`config.mk`:
```
export PLATFORM = sky130hd
export DESIGN_NAME = result_check_unit
export DESIGN_NICKNAME = d
export VERILOG_FILES = /design/src/rtl/result_check_unit.sv
export SDC_FILE = /design/constraint.sdc
export NUM_CORES = 1
export LEC_CHECK = 0
export ABC_AREA = 0
export ABC_CLOCK_PERIOD_IN_PS = 3750
export CORE_ASPECT_RATIO = 1.25
export CORE_MARGIN = 4
export CORE_UTILIZATION = 30
export CTS_CLUSTER_SIZE = 14
export DETAILED_ROUTE_END_ITERATION = 16
export HOLD_SLACK_MARGIN = 0.15
export SYNTH_ARGS = -nofsm -noshare
export SYNTH_HDL_FRONTEND = slang
export SYNTH_SLANG_ARGS = --single-unit
export TNS_END_PERCENT = 1
```
`constraint.sdc`:
```
create_clock -name avalon_clock -period 3.75 [get_ports avalon_clock]
set_clock_uncertainty 0.2 [all_clocks]
set_input_delay 0.375 -clock avalon_clock [delete_from_list [all_inputs] [get_ports avalon_clock]]
set_output_delay 0.375 -clock avalon_clock [all_outputs]
set_load 0.005 [all_outputs]
```
`src/rtl/result_check_unit.sv`:
```
// ============================================================================
//  Module   : result_check_unit
//  Brief    : Walks result/expected RAMs over [start, end), counts mismatches
//             and records the first failing address and result word.
//  Revision : 1.0  initial release
// ============================================================================
`default_nettype none

module result_check_unit #(
    parameter logic [31:0] ID     = 32'd2,
    parameter int          DATA_W = 32,
    parameter int          ADDR_W = 11,
    parameter int          RD_LAT = 2
) (
    input  logic              avalon_clock,
    input  logic              reset,
    input  logic              write,
    input  logic              read,
    input  logic [2:0]        address,
    input  logic [31:0]       writedata,
    output logic [31:0]       readdata,
    output logic [ADDR_W-1:0] r_addr_res,
    output logic [ADDR_W-1:0] r_addr_exp,
    input  logic [DATA_W-1:0] res_data,
    input  logic [DATA_W-1:0] exp_data
);

    localparam int CW = ADDR_W + 1;
    localparam int DW = (RD_LAT < 1) ? 1 : $clog2(RD_LAT + 1);

    localparam logic [1:0] S_IDLE  = 2'd0;
    localparam logic [1:0] S_ISSUE = 2'd1;
    localparam logic [1:0] S_DRAIN = 2'd2;

    localparam logic [CW-1:0] c_ONE     = {{ADDR_W{1'b0}}, 1'b1};
    localparam logic [CW-1:0] c_MAX_END = {1'b1, {ADDR_W{1'b0}}};
    localparam logic [DW-1:0] c_DRAIN_N = DW'(RD_LAT);

    logic [1:0]              state_q, state_d;
    logic [ADDR_W-1:0]       start_q;
    logic [CW-1:0]           end_q;
    logic [CW-1:0]           run_end_q;
    logic [CW-1:0]           cnt_q;
    logic [DW-1:0]           drain_q;
    logic [ADDR_W-1:0]       raddr_q;
    logic [31:0]             err_cnt_q;
    logic                    first_vld_q;
    logic [ADDR_W-1:0]       first_addr_q;
    logic [DATA_W-1:0]       first_res_q;
    logic [31:0]             rdata_q;
    // Tag stage k lines up with RAM data once k reaches RD_LAT (address register is stage 0).
    logic [RD_LAT:0]              tag_vld_q;
    logic [RD_LAT:0][ADDR_W-1:0]  tag_addr_q;

    logic              busy;
    logic              wr_ctrl, start_run, abort_run, cmp_fail, push;
    logic [CW-1:0]     end_clamp;
    logic [31:0]       rd_mux;

    assign busy      = (state_q != S_IDLE);
    assign wr_ctrl   = write && (address == 3'd0);
    assign start_run = wr_ctrl && writedata[0] && !busy;
    assign abort_run = wr_ctrl && !writedata[0] && busy;
    assign end_clamp = (end_q > c_MAX_END) ? c_MAX_END : end_q;
    assign push      = (state_q == S_ISSUE) && !abort_run;
    assign cmp_fail  = tag_vld_q[RD_LAT] && (res_data != exp_data) && !abort_run;

    always_comb begin
        state_d = state_q;
        case (state_q)
            S_IDLE: begin
                if (start_run)
                    state_d = ({1'b0, start_q} < end_clamp) ? S_ISSUE : S_DRAIN;
            end
            S_ISSUE: begin
                if (abort_run)
                    state_d = S_IDLE;
                else if (cnt_q == run_end_q - c_ONE)
                    state_d = S_DRAIN;
            end
            S_DRAIN: begin
                if (abort_run || drain_q == c_DRAIN_N)
                    state_d = S_IDLE;
            end
            default: state_d = S_IDLE;
        endcase
    end

    always_comb begin
        rd_mux = 32'd0;
        case (address)
            3'd0: rd_mux = {31'd0, busy};
            3'd1: rd_mux = 32'(start_q);
            3'd2: rd_mux = 32'(end_q);
            3'd3: rd_mux = ID;
            3'd4: rd_mux = err_cnt_q;
            3'd5: rd_mux = {first_vld_q, 31'(first_addr_q)};
            3'd6: rd_mux = 32'(first_res_q);
            default: rd_mux = 32'd0;
        endcase
    end

    always_ff @(posedge avalon_clock) begin
        if (reset) begin
            state_q      <= S_IDLE;
            start_q      <= '0;
            end_q        <= '0;
            run_end_q    <= '0;
            cnt_q        <= '0;
            drain_q      <= '0;
            raddr_q      <= '0;
            err_cnt_q    <= '0;
            first_vld_q  <= 1'b0;
            first_addr_q <= '0;
            first_res_q  <= '0;
            rdata_q      <= '0;
            tag_vld_q    <= '0;
            tag_addr_q   <= '0;
        end else begin
            state_q <= state_d;

            if (write && !busy) begin
                if (address == 3'd1) start_q <= writedata[ADDR_W-1:0];
                if (address == 3'd2) end_q   <= writedata[CW-1:0];
            end

            if (read)
                rdata_q <= rd_mux;

            if (state_q == S_ISSUE) begin
                raddr_q <= cnt_q[ADDR_W-1:0];
                cnt_q   <= cnt_q + c_ONE;
            end

            drain_q <= (state_q == S_DRAIN) ? drain_q + DW'(1) : '0;

            if (abort_run) begin
                tag_vld_q <= '0;
            end else begin
                tag_vld_q  <= {tag_vld_q[RD_LAT-1:0], push};
                tag_addr_q <= {tag_addr_q[RD_LAT-1:0], cnt_q[ADDR_W-1:0]};
            end

            if (cmp_fail) begin
                err_cnt_q <= err_cnt_q + 32'd1;
                if (!first_vld_q) begin
                    first_vld_q  <= 1'b1;
                    first_addr_q <= tag_addr_q[RD_LAT];
                    first_res_q  <= res_data;
                end
            end

            // A new run starts from clean statistics; pipe is empty in IDLE.
            if (start_run) begin
                cnt_q        <= {1'b0, start_q};
                run_end_q    <= end_clamp;
                err_cnt_q    <= '0;
                first_vld_q  <= 1'b0;
                first_addr_q <= '0;
                first_res_q  <= '0;
            end
        end
    end

    assign readdata   = rdata_q;
    assign r_addr_res = raddr_q;
    assign r_addr_exp = raddr_q;

endmodule

`default_nettype wire

```
# --- Word level (Yosys, flattened, before mapping) ---
# Cells that the tools add are included.
word_totals:
  register_bits: 206
  latch_bits: 0
  mem_bits_rw: 0
  romBits: 0
  input_bits: 103
  memories: 0
classes:
  n_addsub: 4
  n_mul: 0
  div_mod_pow: 0
  order_cmp: 2
  eq_ne: 14
  n_shift: 0
  mux: 10
  bitwise: 2
  n_reduce_logical: 24
op_table:
  columns: ["cell", "n"]
  rows:
  - ["$pmux W32 S7", 1]
  - ["$add A32 B1 Y32 const B", 1]
  - ["$ne A32 B32 Y1", 1]
  - ["$mux W11", 2]
  - ["$add A12 B1 Y12 const B", 1]
  - ["$eq A12 B12 Y1", 1]
  - ["$gt A12 B12 Y1 const B", 1]
  - ["$lt A11 B12 Y1", 1]
  - ["$mux W12", 1]
  - ["$sub A12 B1 Y12 const B", 1]
  - ["$mux W2", 5]
  - ["$eq A3 B3 Y1 const B", 3]
  - ["$logic_and A1 B1 Y1", 9]
  - ["$eq A3 B2 Y1 const B", 2]
  - ["$pmux W2 S3", 1]
  - ["$reduce_and A2 Y1", 3]
  - ["$reduce_or A2 Y1", 3]
  - ["$eq A2 B2 Y1 const B", 2]
  - ["$ne A2 B2 Y1 const B", 2]
  - ["$reduce_bool A2 Y1", 2]
  - ["$eq A3 B1 Y1 const B", 1]
  - ["$logic_not A1 Y1", 3]
  - ["$logic_not A3 Y1", 1]
  - ["$ne A3 B2 Y1 const B", 1]
  - ["other kinds (6)", 7]

# --- Longest topological paths before layout ---
# Gate-level depths: netlist of the first run.
logic_depth:
  depth_word: 7
  mapped_depth: 11

# --- Least setup slack after synthesis of the first run ---
# No wires, ideal clock.
synth_timing:
  kind: "input-to-reg"
  from: "input port address[0]"
  to: "register first_res_q[0]"
  setup_ns: 0.128
  arrival_time_ns: 2.161
  required_time_ns: 3.422
  path_slack_ns: 1.261
  cell_stages: 11
  path_buffers: 5
  path_cell_list: "buf_6 > or4b_4 > or3_1 > buf_6 > nand2_4 > buf_6 > a211oi_2 > buf_6 > buf_8 > mux2i_1 > nor2_1"
synth_between:
  elab_chain_len: 7
synth_lines:
  columns: ["element", "line_no", "source"]
  rows:
  - ["from (decl)", "19", "input logic [2:0] address,"]
  - ["$logic_not A3 Y1 *", "61", "assign wr_ctrl = write && (address == 3'd0);"]
  - ["$logic_and A1 B1 Y1 *", "61", null]
  - ["$logic_and A1 B1 Y1 (2 in series)", "63", "assign abort_run = wr_ctrl && !writedata[0] && busy;"]
  - ["$logic_not A1 Y1", "66", "assign cmp_fail = tag_vld_q[RD_LAT] && (res_data != exp_data) && !abort_run;"]
  - ["$logic_and A1 B1 Y1", "66", null]
  - ["$reduce_and A2 Y1 (no line)", null, null]
  - ["to (signal assigned)", "149", "first_res_q <= res_data;"]
  - ["to (decl)", "49", "logic [DATA_W-1:0] first_res_q;"]
# Mark *: on every way between the ends. The rest lies on a longest branch, timed or not.
# A chain may end at the register's enable or synchronous reset.

# --- Worst setup path in the final report of the first run ---
layout_timing:
  from: "register run_end_q[0]"
  to: "register state_q[1]"
layout_between:
  elab_chain_len: 4
layout_lines:
  columns: ["element", "line_no", "source"]
  rows:
  - ["from (decl)", "42", "logic [CW-1:0] run_end_q;"]
  - ["from (signal assigned)", "156", "run_end_q <= end_clamp;"]
  - ["$sub A12 B1 Y12", "78", "else if (cnt_q == run_end_q - c_ONE)"]
  - ["$eq A12 B12 Y1", "78", null]
  - ["$ne A3 B2 Y1 (no line)", null, null]
  - ["$reduce_and A3 Y1 (no line)", null, null]
  - ["to (signal assigned)", "120", "state_q <= state_d;"]
  - ["to (decl)", "39", "logic [1:0] state_q, state_d;"]
# Every way passes these cells.

==> flow_summary.toml, run 1 <==
[sta]
hold_viol_final = 0
fmax_mhz = 380
drv_slew = 0
tns_ns = 0
whs_ns = 0.201
max-slew-margin-rel = 0.400
timing.final.crit_share = 0.702
final-setup-viol-count = 0
rsz0062_at_grt = "false"
min_period_ns = 2.63
worst_pin_slew_ns = 0.878

[pwr]
pwr-share-comb = 0.074
internal_power_mw = 3.68
p_leak_nw = 4.17
seqPwrFrac = 0.459
pwr-share-clk = 0.467
p_switching_mw = 1.16
switching_share = 0.240
max-vdd-ir-drop_mv = 0.251
p_per_area_nw_per_um2 = 394

[placed_design]
placed_cell_area_um2 = 11500
dp_hpwl_um = 21000
io_buffers = 136
place_congestion = 0.859

[setup_path]
crit_family = "simple AND/OR/NAND/NOR gates"
slowest_stage = "nor3b_2"
critPathKind = "reg2reg"
cp.buffers_inverters = 1
critPathCaptureType = "flop"
required_ns = 3.98
arrival_ns = 2.86
start_kind = "flop"
path_cells = "inv_1, ha_1, nor3b_2, mux2i_1, or3b_1, a31oi_1, nand4_1, a221oi_1"
critPathMaxFanout = 8
worst_path_largest_cell_delay_ns = 0.53

[floorplan]
dieHeight_um = 211
num_io_pins = 157
die_w_um = 170
dieArea_um2 = 35900
design.core.area_um2 = 32600
initial_core_util = 0.303
fp-row-count = 74

[synth]
syn_avg_cell_area_um2 = 8.35
synthCells = 1183
yosys-top-cells-area = "dfxtp_1 (42%), mux2i_1 (7.8%), nand2_1 (6.2%)"
syn_nets = 1300
synth_top_cell_area_share = 0.417
ys.flop_type = "dfxtp_1"
yosysSeqAreaShare = 0.417
synthArstFlopShare = 0
synth_edf_count = 0
synth_cell_types = 65
ys_seq_elements = 206
yosysWarnings = 0
yosys.area.top_type = "dfxtp_1"
syn_area_um2 = 9880

[run]
drv_cap = 0

[detailed_routing]
ant_nets = 0
drt_iter0_drc = 697
drc = 0
vias_per_cell = 5.16
dr.pass1.iters = 8
vias = 8800
wl_um = 29700
wl_per_cell_um = 17.4

[clock_tree]
cts_setup_buffers = 0
cts_resized = 0
cts-root-buf = "clkbuf_16"
htree_levels = 1
ctsHoldBuffers = 0
clockBufferDepth = 3
clock-sinks = 206
numCtsBuffers = 24
clock_latency_ns = 0.54
cts_tree = "yes"
clk_pin_slew_ns = 0.06

[global_route]
grt_pass1_vias = 8532
grt.total_usage = 0.161
grt_pass1_wl_um = 46700
grt_antenna_before_repair = 1
grt_max_degree = 65
grt-ovfl-total = 0

[cells_and_area]
final_area_um2 = 12300
diodes = 0
final_nets = 1391
syn_to_final_growth_pct = 24.4
utilization = 0.377
fillerInstances = 3365
drive_gt1_frac = 0.0737

[run_status]
outcome = "finished, final reports clean"

[hold_path]
hold_path.class = "in2reg"
-- per-stage QoR --
| step | total power [mW] | std cells | worst slack [ns] |
|---|---|---|---|
| 6_report | 4.84 | 1707 | 1.12 |
| 5_1_grt | 5.01 | 1707 | 0.898 |
| 4_1_cts | 4.90 | 1707 | 1.13 |
| 3_5_place_dp | 2.63 | 1666 | 0.649 |
| 3_3_place_gp | 2.62 | 1666 | 0.663 |
| 2_1_floorplan | 2.44 | 1183 | 1.26 |
-- power groups by stage --
stage | Clock [mW] | Combinational (mW) | Sequential [mW]
5_1_grt | 2.40 | 0.387 | 2.22
4_1_cts | 2.32 | 0.360 | 2.22
2_1_floorplan | 0 | 0.180 | 2.26
3_5_place_dp | 0 | 0.358 | 2.27
6_report | 2.26 | 0.356 | 2.22
3_3_place_gp | 0 | 0.355 | 2.27
-- layout by cell type, fill, tap and decap left out, drive strengths merged, types with 12 or more instances in the layout --
cell / netlist / final
clkdlybuf4s50: 0 / 134
nor4: 12 / 12
buf: 29 / 28
nand2b: 14 / 14
or3: 12 / 12
o21ai: 28 / 28
nand2: 165 / 165
clkbuf: 68 / 34
mux2i: 77 / 77
nand3: 34 / 34
a22oi: 14 / 14
inv: 17 / 19
ha: 14 / 14
nor2: 142 / 142
nor3: 16 / 16
xnor2: 52 / 52
dfxtp: 206 / 206
a21oi: 119 / 119
nand4: 27 / 27
-- worst register-to-register path, stage by stage, from the launching register on --
cell and delay [ns]:
dfxtp_1 0.35, inv_1 0.08, ha_1 0.21, nor3b_2 0.53
mux2i_1 0.14, or3b_1 0.39, a31oi_1 0.21, nand4_1 0.13
a221oi_1 0.29
-- metal layers --
metal  global-route usage  wire length [um]  up-vias
met5                    0                 0        -
met2                0.279             14700      254
met3               0.0245              1570       52
met4               0.0510               797        0
li1                     -                 -     4308
met1                0.205             12700     4186
-- kinds of logic after synthesis --
logic type,Yosys count,share of synthesized area
AND/OR/NAND/NOR,464,0.215
XOR/XNOR,59,0.0523
adder cells (fa/ha/maj),14,0.0177
flip-flops,206,0.417
buffers and inverters,114,0.0556
AO/OA/AOI/OAI,243,0.156
multiplexers,83,0.0860
-- flip-flops by register name (all words and copies together), names as in the netlist --
register,count
tag_addr_q,33
state_q,2
readdata,32
end_q,12
first_res_q,32
first_vld_q,1
cnt_q,12
start_q,11
tag_vld_q,3
first_addr_q,11
run_end_q,12
r_addr_exp,11
err_cnt_q,32
drain_q,2
-- cell usage after synthesis, drive strengths merged (3+ instances only) --
library cell	instances
dfxtp	206
nand2	165
nor2	142
a21oi	119
mux2i	77
clkbuf	68
xnor2	52
nand3	34
buf	29
o21ai	28
nand4	27
inv	17
nor3	16
a22oi	14
ha	14
nand2b	14
nor4	12
or3	12
a221oi	10
nor2b	10
and3	9
a211oi	8
a31o	8
a2111oi	7
a22o	7
xor2	7
o21a	6
a21o	5
a31oi	5
mux2	5
nor3b	5
o211ai	5
and2	4
or4	4
a32oi	3
o31ai	3
or2	3
-- path summary, 6_finish.rpt --
kind                            slack [ns]           end  cells after the start          from
worst max register to register        1.12    state_q[1]                      8  run_end_q[0]
worst min-delay path                  0.20  run_end_q[6]                      3         reset
worst min register to register        0.22    drain_q[0]                      1    drain_q[0]
worst max-delay path                  1.12    state_q[1]                      8  run_end_q[0]
-- area by class of cell --
class,instances,area [um^2],share of cell area
Timing Repair Buffer,162,1570,0.128
Tap cell,418,523,0.0426
Clock inverter,7,71.3,0.00580
Inverter,17,63.8,0.00519
Clock buffer,34,698,0.0568
Multi-Input combinational cell,863,5240,0.426
Sequential cell,206,4120,0.336
Power figures use the tool's default switching activity.
==> inputs of run 2 (changes only) <==
ABC_CLOCK_PERIOD_IN_PS = 2320   (was 3750)
clock period = 2.32 ns   (was 3.75 ns; I/O delays follow)
==> run 2 against run 1 <==
Compared with the run above:
- non-clock buffer count increased by 135
- clock power increased by 67%
- core utilization increased by 4.1 points
- final area increased by 11%
- largest power group unchanged
- final cell count increased by 7.8%
- die area unchanged
- sequential share of layout area decreased by 3.2 points
- first-iteration DRC count decreased by 8.9%
- hold slack got worse by 0.047 ns
- maximum frequency increased by 16%
==> flow_summary.toml, run 2 (synthesis gave the netlist of run 1 again) <==
[run_status]
outcome = "finished, final reports clean"

[global_route]
grt-ovfl-total = 0
grt_max_degree = 58
grt_pass1_vias = 9068
grt_antenna_before_repair = 0
grt.total_usage = 0.170
grt_pass1_wl_um = 49100

[floorplan]
fp-row-count = 74
dieArea_um2 = 35900
design.core.area_um2 = 32600
die_w_um = 170
num_io_pins = 157
dieHeight_um = 211
initial_core_util = 0.303

[setup_path]
rrSetupSlack_ns = 0.06
required_ns = 2.56
crit_end = "state_q[1]"
start_kind = "flop"
crit_start = "end_q[11]"
critPathMaxFanout = 7
arrival_ns = 2.50
critPathKind = "reg2reg"
r2r_start = "end_q[11]"
critPathCaptureType = "flop"
r2r-end = "state_q[1]"
reg2reg_depth = 8

[clock_tree]
clockBufferDepth = 3
cts-root-buf = "clkbuf_16"
clock-sinks = 206
clock_latency_ns = 0.53
clk_pin_slew_ns = 0.06
cts_tree = "yes"
htree_levels = 1
numCtsBuffers = 23

[sta]
fmax_mhz = 442
worst_pin_slew_ns = 0.742
final-setup-viol-count = 0
timing.final.crit_share = 0.975
rsz0062_at_grt = "true"
min_period_ns = 2.26
hold_viol_final = 0
drv_slew = 0
max-slew-margin-rel = 0.506

[cells_and_area]
diodes = 0
layout_common_cells = "dfxtp_1 (203), nand2_1 (164), nor2_1 (142), buf_4 (142), clkdlybuf4s50_1 (134)"
final_nets = 1525
mostFrequentLayoutCell = "dfxtp_1"
syn_to_final_growth_pct = 37.8
fin_cells = 1840
top_register = "tag_addr_q"
largest_reg_flops = 33
fillerInstances = 3305
drive_gt1_frac = 0.172
utilization = 0.418

[detailed_routing]
wl_per_cell_um = 17.2
drc = 0
ant_nets = 0
wl_um = 31600
drt_iter0_drc = 635
vias_per_cell = 5.05
vias = 9295
dr.pass1.iters = 7

[pwr]
switching_share = 0.231
pwr-share-clk = 0.466
internal_power_mw = 6.22
p_switching_mw = 1.87
power_mw = 8.09
pwr-share-comb = 0.092
seqPwrFrac = 0.442
p_leak_nw = 4.92
max-vdd-ir-drop_mv = 0.408
p_per_area_nw_per_um2 = 594

[run]
drv_cap = 0

[placed_design]
io_buffers = 136
place_congestion = 0.876
placed_cells = 1789
dp_hpwl_um = 23200

[hold_path]
hold_path.class = "in2reg"
[run 2: final cells by class]
type / instances / area, um^2 / area share
Clock buffer: 31 / 646 / 0.0474
Tap cell: 418 / 523 / 0.0384
Timing Repair Buffer: 297 / 2710 / 0.199
Sequential cell: 206 / 4130 / 0.303
Clock inverter: 8 / 133 / 0.00974
Multi-Input combinational cell: 863 / 5420 / 0.398
Inverter: 17 / 63.8 / 0.00468
[run 2: worst max-delay path, cell delays in order, from the launching register on]
cell      delay (ns)
dfxtp_4         0.37
buf_6           0.13
nand2b_4        0.14
ha_4            0.25
nand4_1         0.08
or3_4           0.41
nor3_4          0.25
o21ai_1         0.12
a221oi_2        0.23
[run 2: worst min path at each step]
stage / startpoint / endpoint / slack [ns] / cells after the start
2_1_floorplan: res_data[10] / first_res_q[10] / 0.18 / 2
3_3_place_gp: drain_q[0] / drain_q[0] / 0.20 / 1
3_5_place_dp: drain_q[0] / drain_q[0] / 0.21 / 1
4_1_cts: writedata[11] / end_q[11] / 0.15 / 3
5_1_grt: writedata[3] / end_q[3] / 0.15 / 3
6_report: writedata[11] / end_q[11] / 0.15 / 3
[run 2: what timing repair did]
| item | CTS | global route |
|---|---|---|
| pin swaps | 2 | 12 |
| setup endpoints to repair | 15 | 62 |
| hold buffers | 8 | 0 |
| gates resized for setup | 7 | 30 |
| hold endpoints to repair | 72 | 0 |
| buffers inserted | 0 | 5 |
[run 2: power by group through the flow]
stage               Combinational (mW)  Clock [mW]  Sequential [mW]
floorplan                        0.292           0             3.65
global placement                 0.704           0             3.65
detailed placement               0.706           0             3.65
CTS                              0.723        3.86             3.57
global route                     0.796        4.00             3.58
finish                           0.743        3.77             3.57
[run 2: metal layers]
metal  global-route usage  share of wire  up-vias
li1                     -              -     4574
met2                0.302           0.50      314
met4               0.0625          0.033        0
met5                    0              0        -
met3               0.0208          0.058       66
met1                0.212           0.41     4341
[run 2: per-stage QoR]
stage / setup WS [ns] / hold slack, ns / TNS [ns] / instance area [um^2]
final: 0.0591 / 0.154 / 0 / 13600
after global routing: -0.124 / 0.150 / -0.206 / 13600
after CTS: -0.0472 / 0.153 / -0.0472 / 13400
after detailed placement: -0.651 / 0.210 / -40.36 / 12500
after global placement: -0.567 / 0.198 / -35.80 / 12500
after floorplan: -0.0261 / 0.179 / -1.04 / 9880
==> inputs of run 3 (changes only) <==
SLEW_MARGIN = 20   (was default)
==> results of run 3 <==
The final DEF is identical to that of run 2; final timing and power are the same.
